## src/rtl/register_bridge.sv

```systemverilog
// Packet-to-register-bus bridge: parses UART command packets into register reads/writes
// and returns read data. Define REG_BRIDGE_WRITE_ACK_EN to answer every write with 0xAA.
module register_bridge #(
    parameter int TIMEOUT_CYCLES = 50000
) (
    input  logic        ipClk,
    input  logic        ipReset,
    input  logic [7:0]  ipRxData,
    input  logic        ipRxValid,
    output logic [7:0]  opTxData,
    output logic        opTxSend,
    input  logic        ipTxBusy,
    output logic [7:0]  opReadAddress,
    output logic [7:0]  opWriteAddress,
    output logic [31:0] opWrData,
    output logic        opWrEnable,
    input  logic [31:0] ipRdData
);

    localparam int TW = (TIMEOUT_CYCLES > 2) ? $clog2(TIMEOUT_CYCLES) : 1;
    localparam logic [TW-1:0] TIMEOUT_LAST = TW'(TIMEOUT_CYCLES - 1);
    localparam logic [7:0] SYNC_BYTE = 8'h55;
    localparam logic [7:0] CMD_READ  = 8'h00;
    localparam logic [7:0] CMD_WRITE = 8'h01;
`ifdef REG_BRIDGE_WRITE_ACK_EN
    localparam logic [7:0] ACK_BYTE  = 8'hAA;
`endif

    typedef enum logic [2:0] {
        IDLE, GET_CMD, GET_ADDR, GET_DATA, WRITE, READ_WAIT, READ_CAPTURE, SEND
    } state_t;

    state_t        state_q, state_d;
    logic          isWrite_q, isWrite_d;
    logic [7:0]    addr_q, addr_d;
    logic [1:0]    byteCnt_q, byteCnt_d;
    logic [23:0]   dataShift_q, dataShift_d;
    logic [7:0]    wrAddr_q, wrAddr_d;
    logic [31:0]   wrData_q, wrData_d;
    logic [7:0]    rdAddr_q, rdAddr_d;
    logic [31:0]   txShift_q, txShift_d;
    logic [2:0]    txLeft_q, txLeft_d;
    logic          txSend_q, txSend_d;
    logic [7:0]    txData_q, txData_d;
    logic [TW-1:0] timeout_q, timeout_d;
    logic          timedOut;

    always_ff @(posedge ipClk) begin
        if (ipReset) begin
            state_q     <= IDLE;
            isWrite_q   <= 1'b0;
            addr_q      <= '0;
            byteCnt_q   <= '0;
            dataShift_q <= '0;
            wrAddr_q    <= '0;
            wrData_q    <= '0;
            rdAddr_q    <= '0;
            txShift_q   <= '0;
            txLeft_q    <= '0;
            txSend_q    <= 1'b0;
            txData_q    <= '0;
            timeout_q   <= '0;
        end else begin
            state_q     <= state_d;
            isWrite_q   <= isWrite_d;
            addr_q      <= addr_d;
            byteCnt_q   <= byteCnt_d;
            dataShift_q <= dataShift_d;
            wrAddr_q    <= wrAddr_d;
            wrData_q    <= wrData_d;
            rdAddr_q    <= rdAddr_d;
            txShift_q   <= txShift_d;
            txLeft_q    <= txLeft_d;
            txSend_q    <= txSend_d;
            txData_q    <= txData_d;
            timeout_q   <= timeout_d;
        end
    end

    // A byte arriving in the expiry cycle wins over the timeout.
    assign timedOut = !ipRxValid && (timeout_q == TIMEOUT_LAST);

    always_comb begin
        state_d     = state_q;
        isWrite_d   = isWrite_q;
        addr_d      = addr_q;
        byteCnt_d   = byteCnt_q;
        dataShift_d = dataShift_q;
        wrAddr_d    = wrAddr_q;
        wrData_d    = wrData_q;
        rdAddr_d    = rdAddr_q;
        txShift_d   = txShift_q;
        txLeft_d    = txLeft_q;
        txSend_d    = txSend_q;
        txData_d    = txData_q;
        if (ipRxValid)
            timeout_d = '0;
        else if (timeout_q == TIMEOUT_LAST)
            timeout_d = timeout_q;
        else
            timeout_d = timeout_q + 1'b1;

        case (state_q)
            IDLE: begin
                if (ipRxValid && ipRxData == SYNC_BYTE)
                    state_d = GET_CMD;
            end
            GET_CMD: begin
                if (ipRxValid) begin
                    if (ipRxData == CMD_READ || ipRxData == CMD_WRITE) begin
                        isWrite_d = ipRxData[0];
                        state_d   = GET_ADDR;
                    end else begin
                        state_d = IDLE;
                    end
                end else if (timedOut) begin
                    state_d = IDLE;
                end
            end
            GET_ADDR: begin
                if (ipRxValid) begin
                    if (isWrite_q) begin
                        addr_d    = ipRxData;
                        byteCnt_d = '0;
                        state_d   = GET_DATA;
                    end else begin
                        rdAddr_d = ipRxData;
                        state_d  = READ_WAIT;
                    end
                end else if (timedOut) begin
                    state_d = IDLE;
                end
            end
            GET_DATA: begin
                // Write address/data are staged and only committed once the packet is complete.
                if (ipRxValid) begin
                    dataShift_d = {ipRxData, dataShift_q[23:8]};
                    byteCnt_d   = byteCnt_q + 2'd1;
                    if (byteCnt_q == 2'd3) begin
                        wrAddr_d = addr_q;
                        wrData_d = {ipRxData, dataShift_q};
                        state_d  = WRITE;
                    end
                end else if (timedOut) begin
                    state_d = IDLE;
                end
            end
            WRITE: begin
`ifdef REG_BRIDGE_WRITE_ACK_EN
                txShift_d = {24'h000000, ACK_BYTE};
                txLeft_d  = 3'd1;
                state_d   = SEND;
`else
                state_d = IDLE;
`endif
            end
            READ_WAIT: state_d = READ_CAPTURE;
            READ_CAPTURE: begin
                txShift_d = ipRdData;
                txLeft_d  = 3'd4;
                state_d   = SEND;
            end
            SEND: begin
                // Request drops for one cycle after each accepted byte.
                if (txSend_q) begin
                    if (!ipTxBusy) begin
                        txSend_d  = 1'b0;
                        txShift_d = {8'h00, txShift_q[31:8]};
                        txLeft_d  = txLeft_q - 3'd1;
                        if (txLeft_q == 3'd1)
                            state_d = IDLE;
                    end
                end else begin
                    txSend_d = 1'b1;
                    txData_d = txShift_q[7:0];
                end
            end
            default: state_d = IDLE;
        endcase
    end

    assign opTxData       = txData_q;
    assign opTxSend       = txSend_q;
    assign opReadAddress  = rdAddr_q;
    assign opWriteAddress = wrAddr_q;
    assign opWrData       = wrData_q;
    assign opWrEnable     = (state_q == WRITE);

endmodule

```

## config.mk

```make
export PLATFORM = sky130hd
export DESIGN_NAME = register_bridge
export DESIGN_NICKNAME = d
export VERILOG_FILES = /design/src/rtl/register_bridge.sv
export SDC_FILE = /design/constraint.sdc
export NUM_CORES = 1
export LEC_CHECK = 0
export ABC_CLOCK_PERIOD_IN_PS = 5200
export CAP_MARGIN = 0
export CORE_MARGIN = 4
export CORE_UTILIZATION = 56
export CTS_CLUSTER_DIAMETER = 120
export DETAILED_ROUTE_END_ITERATION = 8
export PLACE_DENSITY = 0.95
export SLEW_MARGIN = 20
export SYNTH_ARGS = -nofsm -noshare
export SYNTH_HDL_FRONTEND = slang
export SYNTH_SLANG_ARGS = --single-unit
```

## constraint.sdc

```tcl
create_clock -name ipClk -period 5.2 [get_ports ipClk]
set_input_delay 0.78 -clock ipClk [delete_from_list [all_inputs] [get_ports ipClk]]
set_output_delay 0.78 -clock ipClk [all_outputs]
set_load 0.05 [all_outputs]
```

=== Yosys cells after proc, flatten, opt, wreduce, memory -nomap -nowiden ===
Index checks and enable logic that the tools add are counted.

* Memory bits (writable): 0
* Bits in read-only memories: 0
* Latch bits: 0
* Memories kept: 0
* Flip-flop bits (word level): 146
* Word-level logic and storage cells: 80

* Shift-type cells: 0
* Divide/modulo/power cells: 0
* $mul: 0
* Muxes and demuxes: 24
* Reductions and logical operators: 18
* Order comparisons: 0
* Bitwise logic cells: 2
* Add/subtract/negate cells: 3
* Eq/ne operators: 20

{| class="wikitable"
|+ Operator list
! kind !! count
|-
| $mux 32 || 2
|-
| $pmux 32 s2 || 1
|-
| $mux 3 || 12
|-
| $pmux 3 s8 || 1
|-
| $add 16x1->16 const B || 1
|-
| $eq 16x16->1 const B || 1
|-
| $reduce_and 3->1 || 5
|-
| $ne 2x2->1 const B || 7
|-
| $eq 3x3->1 const B || 4
|-
| $eq 8x1->1 const B || 1
|-
| $eq 8x7->1 const B || 1
|-
| $logic_not 8->1 || 1
|-
| $mux 2 || 4
|-
| $eq 3x1->1 const B || 2
|-
| $eq 3x2->1 const B || 2
|-
| $pmux 3 s2 || 1
|-
| $reduce_and 5->1 || 1
|-
| $pmux 2 s2 || 1
|-
| $reduce_and 2->1 || 2
|-
| $reduce_and 4->1 || 1
|-
| $reduce_bool 2->1 || 2
|-
| $logic_not 3->1 || 1
|-
| $ne 3x3->1 const B || 1
|-
| $sub 3x1->3 const B || 1
|-
| 8 further kinds || 11
|}

=== Longest topological paths before layout ===
* Word-level depth: 5
* Mapped depth: 7
* Mapped depth without buffers: 6

=== Worst setup path after synthesis ===
OpenSTA, ideal clock, no wires.

* Path kind: in2reg
* Start: input ipTxBusy
* End: register txShift_q[14]
* Arrival: 1.842 ns
* Cell stages on the path: 5
* Slack: 3.221 ns
* Library setup time: 0.138 ns
* Data required time: 5.062 ns
* Path through: nand2b_1 a21oi_1 buf_2 buf_1 a211oi_1

* Cells in the longest elaborated chain, start to end: 2

{| class="wikitable"
|+ RTL lines
! element !! line !! RTL
|-
| start, declared || 12 || <nowiki>input logic ipTxBusy,</nowiki>
|-
| $ne 2x2->1 (no source line) || - ||
|-
| $reduce_and 3->1 (no source line) || - ||
|-
| end signal, assigned || 72 || <nowiki>txShift_q <= txShift_d;</nowiki>
|-
| end, declared || 41 || <nowiki>logic [31:0] txShift_q, txShift_d;</nowiki>
|}

Every way passes these cells.
A chain may end at the register's enable or synchronous reset.

=== Worst setup path in the final report ===
* Start: register state_q[0]
* End: output opWrEnable

* Cells in the longest elaborated chain, start to end: 1

{| class="wikitable"
|+ RTL lines
! element !! line !! RTL
|-
| start, declared || 33 || <nowiki>state_t state_q, state_d;</nowiki>
|-
| start signal, assigned || 64 || <nowiki>state_q <= state_d;</nowiki>
|-
| $eq 3x3->1 || 187 || <nowiki>assign opWrEnable = (state_q == WRITE);</nowiki>
|-
| end, declared || 16 || <nowiki>output logic opWrEnable,</nowiki>
|}

Every way passes these cells.

==> key figures <==
Outcome
  – Status: finished clean

Clock network
  – Num CTS Buffers: 17
  – CTS max path bufs: 2
  – Root Driver: clkbuf_8
  – Cts repair resizes: 0
  – Clk sinks: 146
  – Clock transition at path regs: ~0.07 ns
  – Setup bufs post-CTS: 0
  – CTS tree: yes
  – CTS H-tree depth: 4
  – Worst-skew pair later-pin latency: 0.53 ns
  – CTS hold repair buffers: 0

Timing
  – RSZ-0062 raised after global routing: false
  – Slew margin rel.: between 30% and 40%
  – Clk_skew: 0.0101 ns
  – Max Freq: about 310 MHz
  – Setup Viol. Count Final: 0
  – Setup ws final: ~2.0 ns
  – Period utilization: 61.7%
  – Setup TNS: 0 ns
  – Final Hold Violating Endpoints: 0
  – Slew @ Worst Pin: 0.941 ns
  – Final min period: 3.21 ns
  – Max Slew Vio Count: 0

Hold path
  – HP Start: dataShift_q[4]
  – Min-Delay Endpoint: opWrData[4]
  – Worst hold-check path type: reg2reg
  – Hold Path Depth: 2

Floorplan
  – Rows: 36
  – Initial Util: 58.2%
  – Die ar.: 0.0119 mm²
  – Die X: 109 µm
  – I/O Pins: 102
  – Core area: between 0.009 and 0.01 mm²
  – Die Span Y: 109 µm

Power
  – PD cells: 315 mW/mm²
  – Logic pwr share: 3.1%
  – Psw: between 0.5 and 0.6 mW
  – Final total power: 2.32 mW
  – Int Pwr: between 1.5 and 2 mW
  – Sw frac: 23.7%
  – Sequential power share: 48.3%
  – Leak: 2.66 nW
  – Clk pwr share: 48.6%
  – VDD IR max: 0.275 mV

Placement
  – Final GP Congestion: 0.780
  – IO buf count: 101
  – HPWL after detailed placement: 9.10 mm
  – Place WS: 1.41 ns

Global routing
  – Total Routing Usage GR: 26.1%
  – Congestion Overflow GR: 0
  – Vias in the first global route: 5052
  – Largest net degree at the start of global routing: 74
  – First-pass GRT wire length: between 20 and 25 mm
  – Initial antenna violation count: 0

Synth
  – Leading area contributor after synthesis: dfxtp_1
  – FF+latch count, synth: roughly 150
  – Commonest cells in the netlist: 158 x nand2_1, 146 x dfxtp_1, 84 x a21oi_1, 74 x nor2_1, 45 x mux2i_1
  – Synth Cell Area: 0.00574 mm²
  – Warnings from Yosys: 0
  – Top cell type's share of synthesized area: 50.9%
  – Syn avg cell area: 8.49 µm²
  – Post-synth EDFFs: 0
  – Synthesized instance count: 676
  – Share of synthesized registers carrying an async set or reset: 0%
  – Top FF cell, synth: dfxtp_1
  – Syn_nets: 724
  – Count leader, synth: nand2_1
  – Distinct cells, synth: 46
  – Sequential share of the synthesized area: between 50% and 60%
  – Top cells by area, synth: dfxtp_1 51%, nand2_1 10%, mux2i_1 7.8%

Setup path
  – Slowest CP cell: dfxtp_1
  – Crit. End Element: primary output
  – Setup crit start kind: register
  – Reg2Reg Depth: 4
  – Maximum fanout along the worst path: 21
  – Req. time, crit path: ~4.4 ns
  – FF-to-FF setup slack: ~2.3 ns
  – Worst R2R End: opWrData[21]
  – Crit path DAT: 2.43 ns
  – WS Path Type: reg2out
  – Delay of the slowest critical-path stage: 0.83 ns
  – Critical Path, Cell by Cell: nor2_1 -> and2_1 -> clkdlybuf4s50_1
  – Worst r2r src: state_q[0]

Routing
  – Final ANT Viol Nets: 0
  – Initial DRC Count: 479
  – Routed length per instance: approximately 17 µm
  – Drc violations: 0
  – Drt first pass iters: 6
  – Overall routed net length: 15.1 mm
  – Via count: 5154
  – Via density: 5.73

Finish
  – Inserted Diodes: 0
  – Fillers: 605
  – Layout area overhead: 28.1%
  – Final nets: 802
  – Util after Layout: 74.5%
  – Fraction of layout cells with a size suffix above 1: ~6.4%

Run
  – Max cap viols: 0
worst max-delay path by stage:
stage | endpoint | start | slack [ns]
2_1_floorplan | txShift_q[14] | ipTxBusy | 3.22
3_3_place_gp | opWrData[17] | ipRxValid | 1.62
3_5_place_dp | opWrData[21] | ipRxValid | 1.41
4_1_cts | opWrData[21] | ipRxValid | 1.88
5_1_grt | opWrEnable | state_q[0] | 1.90
6_report | opWrEnable | state_q[0] | 1.99
area by class of cell:
type                       count  area [µm²]  share of cell area [%]
clock buffer                  18         428                    5.82
sequential                   146        2920                    39.8
multi-input combinational    477        2630                    35.8
clock inverter                14         116                    1.58
timing repair buffer         105        1060                    14.4
tap                          133         166                    2.26
inverter                       7        26.3                   0.357
through the flow:
| step | area [µm²] | std cells | hold WS, ns |
|---|---|---|---|
| after floorplan | 5740 | 676 | 0.432 |
| after global placement | 6780 | 867 | 0.435 |
| after detailed placement | 6780 | 867 | 0.444 |
| after CTS | 7320 | 899 | 0.454 |
| after global routing | 7350 | 900 | 0.457 |
| final | 7350 | 900 | 0.452 |
power by group through the flow:
stage	registers (mW)	logic (mW)	clock network, mW
floorplan	1.14	0.0264	0
global placement	1.14	0.0678	0
detailed placement	1.14	0.0694	0
CTS	1.12	0.0705	1.13
global route	1.12	0.0758	1.18
finish	1.12	0.0714	1.13
critical path, delay by kind of cell (launching register included):
kind	cells	cell delay (ns)
buf+inv	1	0.71
flops	1	0.83
simple gates	2	0.36
cells in the final DEF, fill, tap and decap left out, drive strengths merged, types with 6 or more instances in the layout:
master	count
nor3	10
inv	16
a211oi	25
a22oi	9
clkbuf	18
mux2i	45
dfxtp	146
nand2	158
clkdlybuf4s50	100
a21oi	84
nor2	74
o21ai	6
nand4	8
nand3	7
xnor2	6
cells by family (layout without fill, tap and decap cells):
family                     Yosys count  count (layout)  share of synthesized area [%]
and+or+nand+nor                    288             288                           22.2
DFF                                146             146                           50.9
AOI/OAI and AO/OA                  133             133                           13.6
buffers and inverters               53             144                           3.57
muxes                               45              45                           7.85
xor gates and xnor gates             7               7                           1.07
adders and majority gates            4               4                          0.872
state kept, by name, summed over array words and instances, names as in the netlist:
name,count
txLeft_q,3
opReadAddress,8
txShift_q,32
byteCnt_q,2
dataShift_q,24
opWriteAddress,8
timeout_q,16
isWrite_q,1
opWrData,32
addr_q,8
opTxData,8
state_q,3
opTxSend,1
routing by layer:
layer	up-vias	share of wire (%)	GRT usage, %
met5	-	0	0
met4	0	4.0	13.8
met3	56	6.0	5.68
met2	219	50	44.0
met1	2417	40	31.2
li1	2462	-	-
Power figures use the tool's default switching activity.
